===== src/rtl/vp_pkg.sv =====
// vp_pkg: shared types and constants for the video-input front end.
// Holds the capture FSM encoding, pixel width and default frame geometry.
package vp_pkg;

    typedef enum logic [1:0] {
        ST_IDLE    = 2'd0,
        ST_SKIP    = 2'd1,
        ST_WAIT_VS = 2'd2,
        ST_CAPTURE = 2'd3
    } vp_state_e;

    localparam int RGB565_W   = 16;
    localparam int H_DISP_DEF = 1280;
    localparam int V_DISP_DEF = 720;

    function automatic logic [RGB565_W-1:0] rgb565_pack(
        input logic [7:0] hi,
        input logic [7:0] lo
    );
        return {hi, lo};
    endfunction

endpackage


===== src/rtl/dvp_frame_meter.sv =====
// dvp_frame_meter: saturating pixel/line counters for the DVP input.
// Latches line and frame size on vsync and keeps a sticky size error.
module dvp_frame_meter
    import vp_pkg::*;
#(
    parameter int H_DISP = H_DISP_DEF,
    parameter int V_DISP = V_DISP_DEF,
    parameter int CNT_W  = 12
) (
    input  logic             clk,
    input  logic             rst_n,
    input  logic             active,
    input  logic             check_en,
    input  logic             clr_err,
    input  logic             set_err,
    input  logic             vs_rise,
    input  logic             href_rise,
    input  logic             href_fall,
    input  logic             pix_done,
    output logic [CNT_W-1:0] meas_h,
    output logic [CNT_W-1:0] meas_v,
    output logic             size_err
);

    localparam logic [CNT_W-1:0] CNT_MAX = '1;
    localparam logic [CNT_W-1:0] H_EXP   = CNT_W'(H_DISP);
    localparam logic [CNT_W-1:0] V_EXP   = CNT_W'(V_DISP);

    logic [CNT_W-1:0] pix_cnt_q, pix_cnt_d;
    logic [CNT_W-1:0] line_cnt_q, line_cnt_d;
    logic [CNT_W-1:0] meas_h_q, meas_h_d;
    logic [CNT_W-1:0] meas_v_q, meas_v_d;
    logic             size_err_q, size_err_d;
    logic             mismatch;

    always_comb begin
        pix_cnt_d  = pix_cnt_q;
        line_cnt_d = line_cnt_q;
        meas_h_d   = meas_h_q;
        meas_v_d   = meas_v_q;
        size_err_d = size_err_q;
        mismatch   = 1'b0;
        if (active) begin
            // vsync work happens before a coincident line start clears pix_cnt
            if (vs_rise) begin
                meas_h_d   = pix_cnt_q;
                meas_v_d   = line_cnt_q;
                line_cnt_d = '0;
                mismatch   = check_en &&
                             ((pix_cnt_q != H_EXP) || (line_cnt_q != V_EXP));
            end else if (href_fall && line_cnt_q != CNT_MAX) begin
                line_cnt_d = line_cnt_q + 1'b1;
            end
            if (href_rise) begin
                pix_cnt_d = '0;
            end else if (pix_done && pix_cnt_q != CNT_MAX) begin
                pix_cnt_d = pix_cnt_q + 1'b1;
            end
        end
        if (clr_err) begin
            size_err_d = 1'b0;
        end else if (set_err || mismatch) begin
            size_err_d = 1'b1;
        end
    end

    always_ff @(posedge clk) begin
        if (!rst_n) begin
            pix_cnt_q  <= '0;
            line_cnt_q <= '0;
            meas_h_q   <= '0;
            meas_v_q   <= '0;
            size_err_q <= 1'b0;
        end else begin
            pix_cnt_q  <= pix_cnt_d;
            line_cnt_q <= line_cnt_d;
            meas_h_q   <= meas_h_d;
            meas_v_q   <= meas_v_d;
            size_err_q <= size_err_d;
        end
    end

    assign meas_h   = meas_h_q;
    assign meas_v   = meas_v_q;
    assign size_err = size_err_q;

endmodule


===== src/rtl/dvp_capture.sv =====
// dvp_capture: DVP camera front end; packs byte pairs into RGB565 pixels.
// Drops settling frames after enable and reports measured frame geometry.
module dvp_capture
    import vp_pkg::*;
#(
    parameter int H_DISP     = H_DISP_DEF,
    parameter int V_DISP     = V_DISP_DEF,
    parameter int FRAME_SKIP = 10,
    parameter int CNT_W      = 12
) (
    input  logic                cam_pclk,
    input  logic                rst_n,
    input  logic                en,
    input  logic                cam_vsync,
    input  logic                cam_href,
    input  logic [7:0]          cam_data,
    output logic                vi_clk,
    output logic                vi_vs,
    output logic                vi_de,
    output logic [RGB565_W-1:0] vi_data,
    output logic [15:0]         frame_cnt,
    output logic [CNT_W-1:0]    meas_h,
    output logic [CNT_W-1:0]    meas_v,
    output logic                size_err,
    output logic                capturing
);

    vp_state_e state_q, state_d;

    logic                vs_s1_q, href_s1_q;
    logic [7:0]          data_s1_q;
    logic                vs_prev_q, href_prev_q;
    logic [15:0]         skip_q, skip_d;
    logic                toggle_q, toggle_d;
    logic [7:0]          hi_q, hi_d;
    logic                vi_de_q, vi_de_d;
    logic                vi_vs_q, vi_vs_d;
    logic [RGB565_W-1:0] vi_data_q, vi_data_d;
    logic [15:0]         frame_cnt_q, frame_cnt_d;

    logic vs_rise, href_rise, href_fall;
    logic act, cap, pix_done, odd_err;

    assign vs_rise   = vs_s1_q & ~vs_prev_q;
    assign href_rise = href_s1_q & ~href_prev_q;
    assign href_fall = ~href_s1_q & href_prev_q;
    assign act       = (state_q != ST_IDLE);
    assign cap       = (state_q == ST_CAPTURE) & en;

    always_comb begin
        state_d = state_q;
        skip_d  = skip_q;
        if (!en) begin
            state_d = ST_IDLE;
        end else begin
            unique case (state_q)
                ST_IDLE: begin
                    state_d = ST_SKIP;
                    skip_d  = 16'(FRAME_SKIP);
                end
                ST_SKIP: begin
                    if (skip_q == '0) begin
                        state_d = ST_WAIT_VS;
                    end else if (vs_rise) begin
                        skip_d = skip_q - 16'd1;
                    end
                end
                ST_WAIT_VS: begin
                    if (vs_rise) state_d = ST_CAPTURE;
                end
                ST_CAPTURE: state_d = ST_CAPTURE;
                default:    state_d = ST_IDLE;
            endcase
        end
    end

    // byte phase also runs outside CAPTURE so skipped frames get measured
    always_comb begin
        toggle_d = 1'b0;
        hi_d     = hi_q;
        if (act && href_s1_q) begin
            toggle_d = ~toggle_q;
            if (!toggle_q) hi_d = data_s1_q;
        end
    end

    assign pix_done = act & href_s1_q & toggle_q;
    assign odd_err  = cap & href_fall & toggle_q;

    always_comb begin
        vi_de_d     = cap & pix_done;
        vi_vs_d     = cap & vs_s1_q;
        vi_data_d   = vi_data_q;
        frame_cnt_d = frame_cnt_q;
        if (vi_de_d) vi_data_d = rgb565_pack(hi_q, data_s1_q);
        if (cap && vs_rise) frame_cnt_d = frame_cnt_q + 16'd1;
    end

    always_ff @(posedge cam_pclk) begin
        if (!rst_n) begin
            state_q     <= ST_IDLE;
            vs_s1_q     <= 1'b0;
            href_s1_q   <= 1'b0;
            data_s1_q   <= '0;
            vs_prev_q   <= 1'b0;
            href_prev_q <= 1'b0;
            skip_q      <= '0;
            toggle_q    <= 1'b0;
            hi_q        <= '0;
            vi_de_q     <= 1'b0;
            vi_vs_q     <= 1'b0;
            vi_data_q   <= '0;
            frame_cnt_q <= '0;
        end else begin
            state_q     <= state_d;
            vs_s1_q     <= cam_vsync;
            href_s1_q   <= cam_href;
            data_s1_q   <= cam_data;
            vs_prev_q   <= vs_s1_q;
            href_prev_q <= href_s1_q;
            skip_q      <= skip_d;
            toggle_q    <= toggle_d;
            hi_q        <= hi_d;
            vi_de_q     <= vi_de_d;
            vi_vs_q     <= vi_vs_d;
            vi_data_q   <= vi_data_d;
            frame_cnt_q <= frame_cnt_d;
        end
    end

    dvp_frame_meter #(
        .H_DISP (H_DISP),
        .V_DISP (V_DISP),
        .CNT_W  (CNT_W)
    ) u_meter (
        .clk       (cam_pclk),
        .rst_n     (rst_n),
        .active    (act),
        .check_en  (state_q == ST_CAPTURE),
        .clr_err   (~en),
        .set_err   (odd_err),
        .vs_rise   (vs_rise),
        .href_rise (href_rise),
        .href_fall (href_fall),
        .pix_done  (pix_done),
        .meas_h    (meas_h),
        .meas_v    (meas_v),
        .size_err  (size_err)
    );

    assign vi_clk    = cam_pclk;
    assign vi_vs     = vi_vs_q;
    assign vi_de     = vi_de_q;
    assign vi_data   = vi_data_q;
    assign frame_cnt = frame_cnt_q;
    assign capturing = (state_q == ST_CAPTURE);

endmodule


===== config.mk =====
export PLATFORM = sky130hd
export DESIGN_NAME = dvp_capture
export DESIGN_NICKNAME = d
export VERILOG_FILES = /design/src/rtl/vp_pkg.sv /design/src/rtl/dvp_frame_meter.sv /design/src/rtl/dvp_capture.sv
export SDC_FILE = /design/constraint.sdc
export NUM_CORES = 1
export LEC_CHECK = 0
export ABC_AREA = 1
export CORE_MARGIN = 2
export CORE_UTILIZATION = 40
export CTS_BUF_LIST = sky130_fd_sc_hd__clkbuf_4 sky130_fd_sc_hd__clkbuf_8
export DETAILED_ROUTE_END_ITERATION = 6
export GPL_ROUTABILITY_DRIVEN = 0
export PLACE_DENSITY = 0.65
export SLEW_MARGIN = 20
export SYNTH_ARGS = -nofsm -noshare
export SYNTH_HDL_FRONTEND = slang
export SYNTH_SLANG_ARGS = --single-unit

===== constraint.sdc =====
create_clock -name cam_pclk -period 3.17 [get_ports cam_pclk]
set_clock_uncertainty 0.05 [all_clocks]
set_input_delay 0.951 -clock cam_pclk [delete_from_list [all_inputs] [get_ports cam_pclk]]
set_output_delay 0.951 -clock cam_pclk [all_outputs]
set_load 0.05 [all_outputs]

[Yosys cells after proc, flatten, opt, wreduce, memory -nomap -nowiden]
Index checks and enable logic that the tools add are counted.
Word-level totals
  bits in read-only memories: 0
  latch bits: 0
  bits in registers: 122
  word-level logic and storage cells: 80
  memories: 0
  memory bits (writable): 0
  input bits: 13
Cells by class
  divide/modulo/power cells: 0
  shift-type cells: 0
  equal/unequal tests: 11
  $mul: 0
  order comparisons: 0
  bitwise gates (word level): 14
  mux-type cells: 12
  add/subtract/negate cells: 4
  reductions and logical operators: 21
Operators by type and width (number)
  $mux W12: 4
  $mux W16: 2
  $pmux W16 S2: 1
  $add A12 B1 Y12 const B: 2
  $ne A12 B12 Y1 const B: 2
  $add A16 B1 Y16 const B: 1
  $logic_not A16 Y1: 1
  $sub A16 B1 Y16 const B: 1
  $reduce_and A2 Y1: 7
  $ne A12 B10 Y1 const B: 1
  $ne A12 B11 Y1 const B: 1
  $and A1 B1 Y1: 10
  $ne A2 B2 Y1 const B: 4
  $pmux W2 S4: 1
  $reduce_bool A2 Y1: 4
  $logic_and A1 B1 Y1: 5
  $eq A2 B2 Y1 const B: 2
  $mux W2: 2
  $not A1 Y1: 4
  $reduce_and A4 Y1: 1
  $eq A2 B1 Y1 const B: 1
  $logic_not A2 Y1: 1
  $logic_or A1 B1 Y1: 2
  $mux W1: 2

[Logic depth before layout (Yosys ltp)]
Gate-level depths: netlist of the first run.
  depth after elaboration: 6
  mapped depth: 10
  gate-level depth less buffers: 10

[Hierarchy]
From an unflattened synthesis of the first run, not the netlist that was laid out.
Unflattened totals
  cells, all modules: 817
  area total of the unflattened synthesis: 5624.1 sq um
Modules (own cells, without submodules)
  dvp_capture: area an instance 3239.4 sq um, seq. area each 1461.4 sq um, cells an instance 468, times used 1
  dvp_frame_meter: area an instance 2384.8 sq um, seq. area each 980.9 sq um, cells an instance 349, times used 1

==> flow_summary.ini, run 1 <==
[outcome]
outcome = finished, final reports clean

[synthesis]
avgSynthCellArea_um2 = 7.11
synth-edff-count = 0
synthFlopType = dfxtp_1
ys_types = 38
synth-seq-cells = 122
synth_top_area_share_pct = 43.2
syn_area_um2 = 5650
syn-num-nets = 814
yosysWarningCount = 0
seq_area_frac_synth_pct = 43.2
synth_top_area_cell = dfxtp_1
synth_most_common_cell = nand2_1
synth_commonest_cells = 162 x nand2_1, 141 x nor2_1, 122 x dfxtp_1
async_flop_share_pct = 0
synthTopCellsByArea = dfxtp_1 43%, nand2_1 11%, nor2_1 9.4%, a21oi_1 6.2%, inv_1 5.2%
syn_inst = 795

[sta]
max_slew_margin_pct = 61.4
finalHoldViolCount = 0
slew_viol_final = 0
rsz0062_at_grt = false
worst_pin_slew_ns = 0.579
setup_ws_ns = 0.0317
setup_viol = 0

[critical_path]
worstPathRequired_ns = 2.17
r2r_cells = 9
rr_endpoint = skip_q[0]
crit_arrival_ns = 2.14
reg2reg_from = skip_q[0]
crit_fanout = 2
startpoint = cam_pclk
r2r_slack_ns = 1.24
path_class = clock port to primary output
cp-end-kind = primary output
startpoint_type = clock port

[floorplan]
die_area_um2 = 15100
coreArea_um2 = 13800
die_w_um = 123
rows = 43
io_pins = 74
initial_core_util_pct = 40.9
fp.dieH_um = 123

[global_route]
gr-usage-all-layers_pct = 18.4
grt_max_degree = 47
antenna_found_initial = 0
grt_pass1_vias = 4702
grt_pass1_wl_um = 21700
grt_overflow = 0

[power_and_ir_drop]
p_leak_nw = 2.70
power_density_nw_per_um2 = 515
ir_drop_mv = 0.405

[layout]
layout.cells.non_filler = 1064
fillers = 1349
layout-drive-gt1-share_pct = 9.50
num_antenna_cells = 0
final_nets = 890
syn2layout_area_growth_pct = 22.7

[detailed_routing]
wire_per_inst_um = 12.3
ant_nets = 0
drc = 0
vias = 5163
wl_um = 13100
drt-initial-drc-count = 338
via_per_inst = 4.85
first_pass_iters = 5

[hold_path]
holdPathEnd = href_prev_q
hp-start = href_s1_q
hold_depth = 2
hp-class = flop to flop

[placement]
pre_cts_ws_ns = -0.0881
port-buffer-count = 73
dpl.cell_count = 1029
dp_hpwl_um = 9400

[run]
drv_cap = 0

[clock_tree]
holdBufCountCts = 0
clk_pin_slew_ns = 0.07
worst_skew_pair.late_latency_ns = 0.56
cts_tree = yes
worst max path at each step:
| stage | slack (ns) | cells after the start | end |
|---|---|---|---|
| 2_1_floorplan | 0.42 | 1 | vi_clk |
| 3_3_place_gp | -0.09 | 1 | vi_clk |
| 3_5_place_dp | -0.09 | 1 | vi_clk |
| 4_1_cts | 0.03 | 3 | vi_clk |
| 5_1_grt | 0.03 | 3 | vi_clk |
| 6_report | 0.03 | 3 | vi_clk |
cells by family after synthesis:
kind of cell,count (synthesis),synth area share [%]
xor gates and xnor gates,8,1.24
AOI/OAI and AO/OA,134,12.6
DFF,122,43.2
buffers and inverters,111,8.48
and+or+nand+nor,414,33.2
adders and majority gates,6,1.33
report_power, final:
part	internal [mW]	switching [mW]
clock	0.863	0.700
combinational	0.131	0.272
sequential	1.57	0.0313
total	2.57	1.00
metal layers:
metal | routed length (um) | vias up | global-route usage (%)
li1 | - | 2713 | -
met1 | 6420 | 2312 | 24.1
met2 | 5750 | 118 | 27.9
met3 | 715 | 20 | 5.76
met4 | 242 | 0 | 8.05
met5 | 0 | - | 0
registers in the layout (all words and copies together), names as in the netlist:
register,cells
data_s1_q,8
u_meter.line_cnt_q,12
hi_q,8
vs_s1_q,1
vi_vs,1
toggle_q,1
skip_q,16
u_meter.size_err,1
vs_prev_q,1
vi_de,1
u_meter.meas_v,12
href_s1_q,1
vi_data,16
u_meter.meas_h,12
href_prev_q,1
u_meter.pix_cnt_q,12
frame_cnt,16
state_q,2
stage by stage:
step	utilization, %	area, um2	hold WS [ns]	TNS, ns	total power [mW]
floorplan	-	5650	0.370	0	2.01
global placement	47.0	6490	0.395	-0.0881	2.11
detailed placement	47.0	6490	0.390	-0.0881	2.11
CTS	50.2	6940	0.402	0	3.62
global route	50.2	6940	0.413	0	3.73
finish	50.2	6940	0.399	0	3.57
final cells by class:
type,count,area (um2),area share (%)
clock buffer,25,335,4.83
tap,180,225,3.25
timing repair buffer,78,759,10.9
multi-input combinational,562,2730,39.4
sequential,122,2440,35.2
inverter,86,325,4.69
clock inverter,11,119,1.71
cells in the final DEF (no fill, tap or decap), drive strengths merged:
master / synthesis / routed
a211oi: 1 / 1
clkbuf: 13 / 24
o21ai: 55 / 55
clkinv: 0 / 4
a21boi: 1 / 1
bufinv: 0 / 2
xnor2: 2 / 2
clkdlybuf4s50: 0 / 70
nor2: 150 / 150
a31o: 1 / 1
dlygate4sd2: 0 / 1
nor3: 11 / 11
or2: 1 / 1
nor3b: 4 / 4
nand4: 19 / 19
clkinvlp: 0 / 4
nand3: 56 / 56
a21oi: 74 / 74
ha: 6 / 6
clkdlybuf4s15: 0 / 1
nand2: 171 / 171
inv: 86 / 87
o2111ai: 1 / 1
xor2: 6 / 6
dfxtp: 122 / 122
buf: 12 / 7
and2: 2 / 2
o311ai: 1 / 1
what timing repair did:
action | in CTS | in global routing
resized for setup | 4 | 0
setup buffers | 0 | 0
setup endpoints to repair | 2 | 0
worst max-delay path, stage by stage:
cell	delay [ns]
clkbuf_8	0.11
clkbuf_8	0.12
clkdlybuf4s15_2	0.32
(Power assumes the default switching activity.)
==> run 2, diff against run 1 <==
ABC_AREA = unset   (was 1)
CTS_CLUSTER_SIZE = 20   (was unset)
PLACE_DENSITY = 0.66   (was 0.65)
==> run 2 against run 1 <==
  * Synthesized area fell by 7.9%
  * Design area fell by 5.2%
  * Global-route usage fell by 0.71 points
  * Sequential power hardly changed
  * Combinational power fell by 31%
==> flow_summary.ini, run 2 <==
[layout]
layout-drive-gt1-share_pct = 8.78
fillers = 1211
final_nets = 701
final_common_cell = dfxtp_1
syn2layout_area_growth_pct = 26.3
design_area_um2 = 6580
num_antenna_cells = 0
mostFrequentLayoutCells = 122 x dfxtp_1, 112 x nand2_1, 70 x clkdlybuf4s50_1, 41 x nor2_1, 37 x a21boi_0

[floorplan]
fp.dieH_um = 118
io_pins = 74
rows = 41
initial_core_util_pct = 41.1
coreArea_um2 = 12700
die_w_um = 118
die_area_um2 = 13900

[detailed_routing]
wl_um = 11900
via_per_inst = 5.12
ant_nets = 0
drc = 0
wire_per_inst_um = 13.7
first_pass_iters = 4
drt-initial-drc-count = 231
vias = 4441

[sta]
rsz0062_at_grt = false
max_slew_margin_pct = 48.4
worst_pin_slew_ns = 0.768
slew_viol_final = 0
finalHoldViolCount = 0
setup_viol = 0

[synthesis]
synth_commonest_cells = 122 x dfxtp_1, 112 x nand2_1, 41 x nor2_1
avgSynthCellArea_um2 = 8.61
synth_top_area_share_pct = 46.9
seq_area_frac_synth_pct = 46.9
synthTopCellsByArea = dfxtp_1 47%, nand2_1 8.1%, a21boi_0 5.3%, xnor2_1 4.0%, and2_1 3.4%
ys_types = 53
syn-num-nets = 624
yosysWarningCount = 0
synthFlopType = dfxtp_1
synth-seq-cells = 122
syn_area_um2 = 5210
synth-edff-count = 0
syn_inst = 605
synth_most_common_cell = dfxtp_1
async_flop_share_pct = 0
synth_top_area_cell = dfxtp_1

[power_and_ir_drop]
fin_total_pwr_mw = 3.53
p_leak_nw = 2.24
power_density_nw_per_um2 = 536
ir_drop_mv = 0.607

[hold_path]
hp-class = flop to flop

[critical_path]
worstPathRequired_ns = 2.17
cp-end-kind = primary output
crit_fanout = 2
path_class = clock port to primary output
crit_arrival_ns = 1.98
startpoint_type = clock port

[placement]
port-buffer-count = 73
dp_hpwl_um = 8430
placed_area_um2 = 6110

[global_route]
grt_overflow = 0
gr-usage-all-layers_pct = 17.7
grt_pass1_vias = 4329
antenna_found_initial = 0
grt_max_degree = 35
grt_pass1_wl_um = 20300

[clock_tree]
cts_tree = yes
clk_pin_slew_ns = 0.07
worst_skew_pair.late_latency_ns = 0.54

[outcome]
outcome = finished, final reports clean

[run]
drv_cap = 0
## run 2: stage by stage
| stage | std cells | TNS, ns | hold WS, ns | utilization [%] | worst slack (ns) |
|---|---|---|---|---|---|
| finish | 867 | 0 | 0.405 | 51.9 | 0.191 |
| global route | 867 | 0 | 0.427 | 51.9 | 0.160 |
| CTS | 867 | 0 | 0.409 | 51.9 | 0.187 |
| detailed placement | 832 | -0.0881 | 0.399 | 48.2 | -0.0881 |
| global placement | 832 | -0.0881 | 0.396 | 48.2 | -0.0881 |
| floorplan | 605 | 0 | 0.387 | - | 0.417 |
## run 2: critical path, cell delays in order
cell and delay (ns):
clkbuf_8 0.11, clkbuf_8 0.12, clkbuf_8 0.16
## run 2: where the power goes
| group | internal, mW | switching, mW | total [mW] |
|---|---|---|---|
| combinational | 0.113 | 0.167 | 0.280 |
| sequential | 1.57 | 0.0326 | 1.60 |
| clock | 0.991 | 0.658 | 1.65 |
## run 2: kinds of logic after synthesis
| logic type | share of synthesized area, % |
|---|---|
| DFF | 46.9 |
| xor gates and xnor gates | 6.56 |
| adders and majority gates | 1.44 |
| and+or+nand+nor | 24.5 |
| AOI/OAI and AO/OA | 17.2 |
| buffers and inverters | 3.39 |
## run 2: worst paths after layout
path / depth (start not counted) / startpoint / to / slack [ns]
setup / recovery: 3 / cam_pclk / vi_clk / 0.19
hold / removal: 2 / u_meter.meas_v[4] / u_meter.meas_v[4] / 0.41
setup reg to reg: 5 / skip_q[11] / skip_q[1] / 0.83
hold reg to reg: 2 / u_meter.meas_v[4] / u_meter.meas_v[4] / 0.41
## run 2: metal layers
layer | vias to the layer above | GRT usage [%] | wire (um)
li1 | 2249 | - | -
met1 | 2092 | 21.5 | 5500
met2 | 83 | 29.2 | 5730
met3 | 17 | 4.99 | 432
met4 | 0 | 7.91 | 207
met5 | - | 0 | 0
## run 2: repair_timing
item                                   in CTS  in global routing
setup buffers                               0                  0
endpoints found under the hold margin       0                  0
gates resized for setup                     3                  0
hold buffers                                0                  0
setup endpoints to repair                   2                  0
## run 2: area by class of cell
| class | instances | area [um2] | share of cell area, % |
|---|---|---|---|
| Clock buffer | 28 | 367 | 5.57 |
| Clock inverter | 8 | 115 | 1.75 |
| Inverter | 16 | 60.1 | 0.913 |
| Multi-Input combinational cell | 439 | 2590 | 39.4 |
| Sequential cell | 122 | 2440 | 37.1 |
| Tap cell | 172 | 215 | 3.27 |
| Timing Repair Buffer | 82 | 790 | 12.0 |
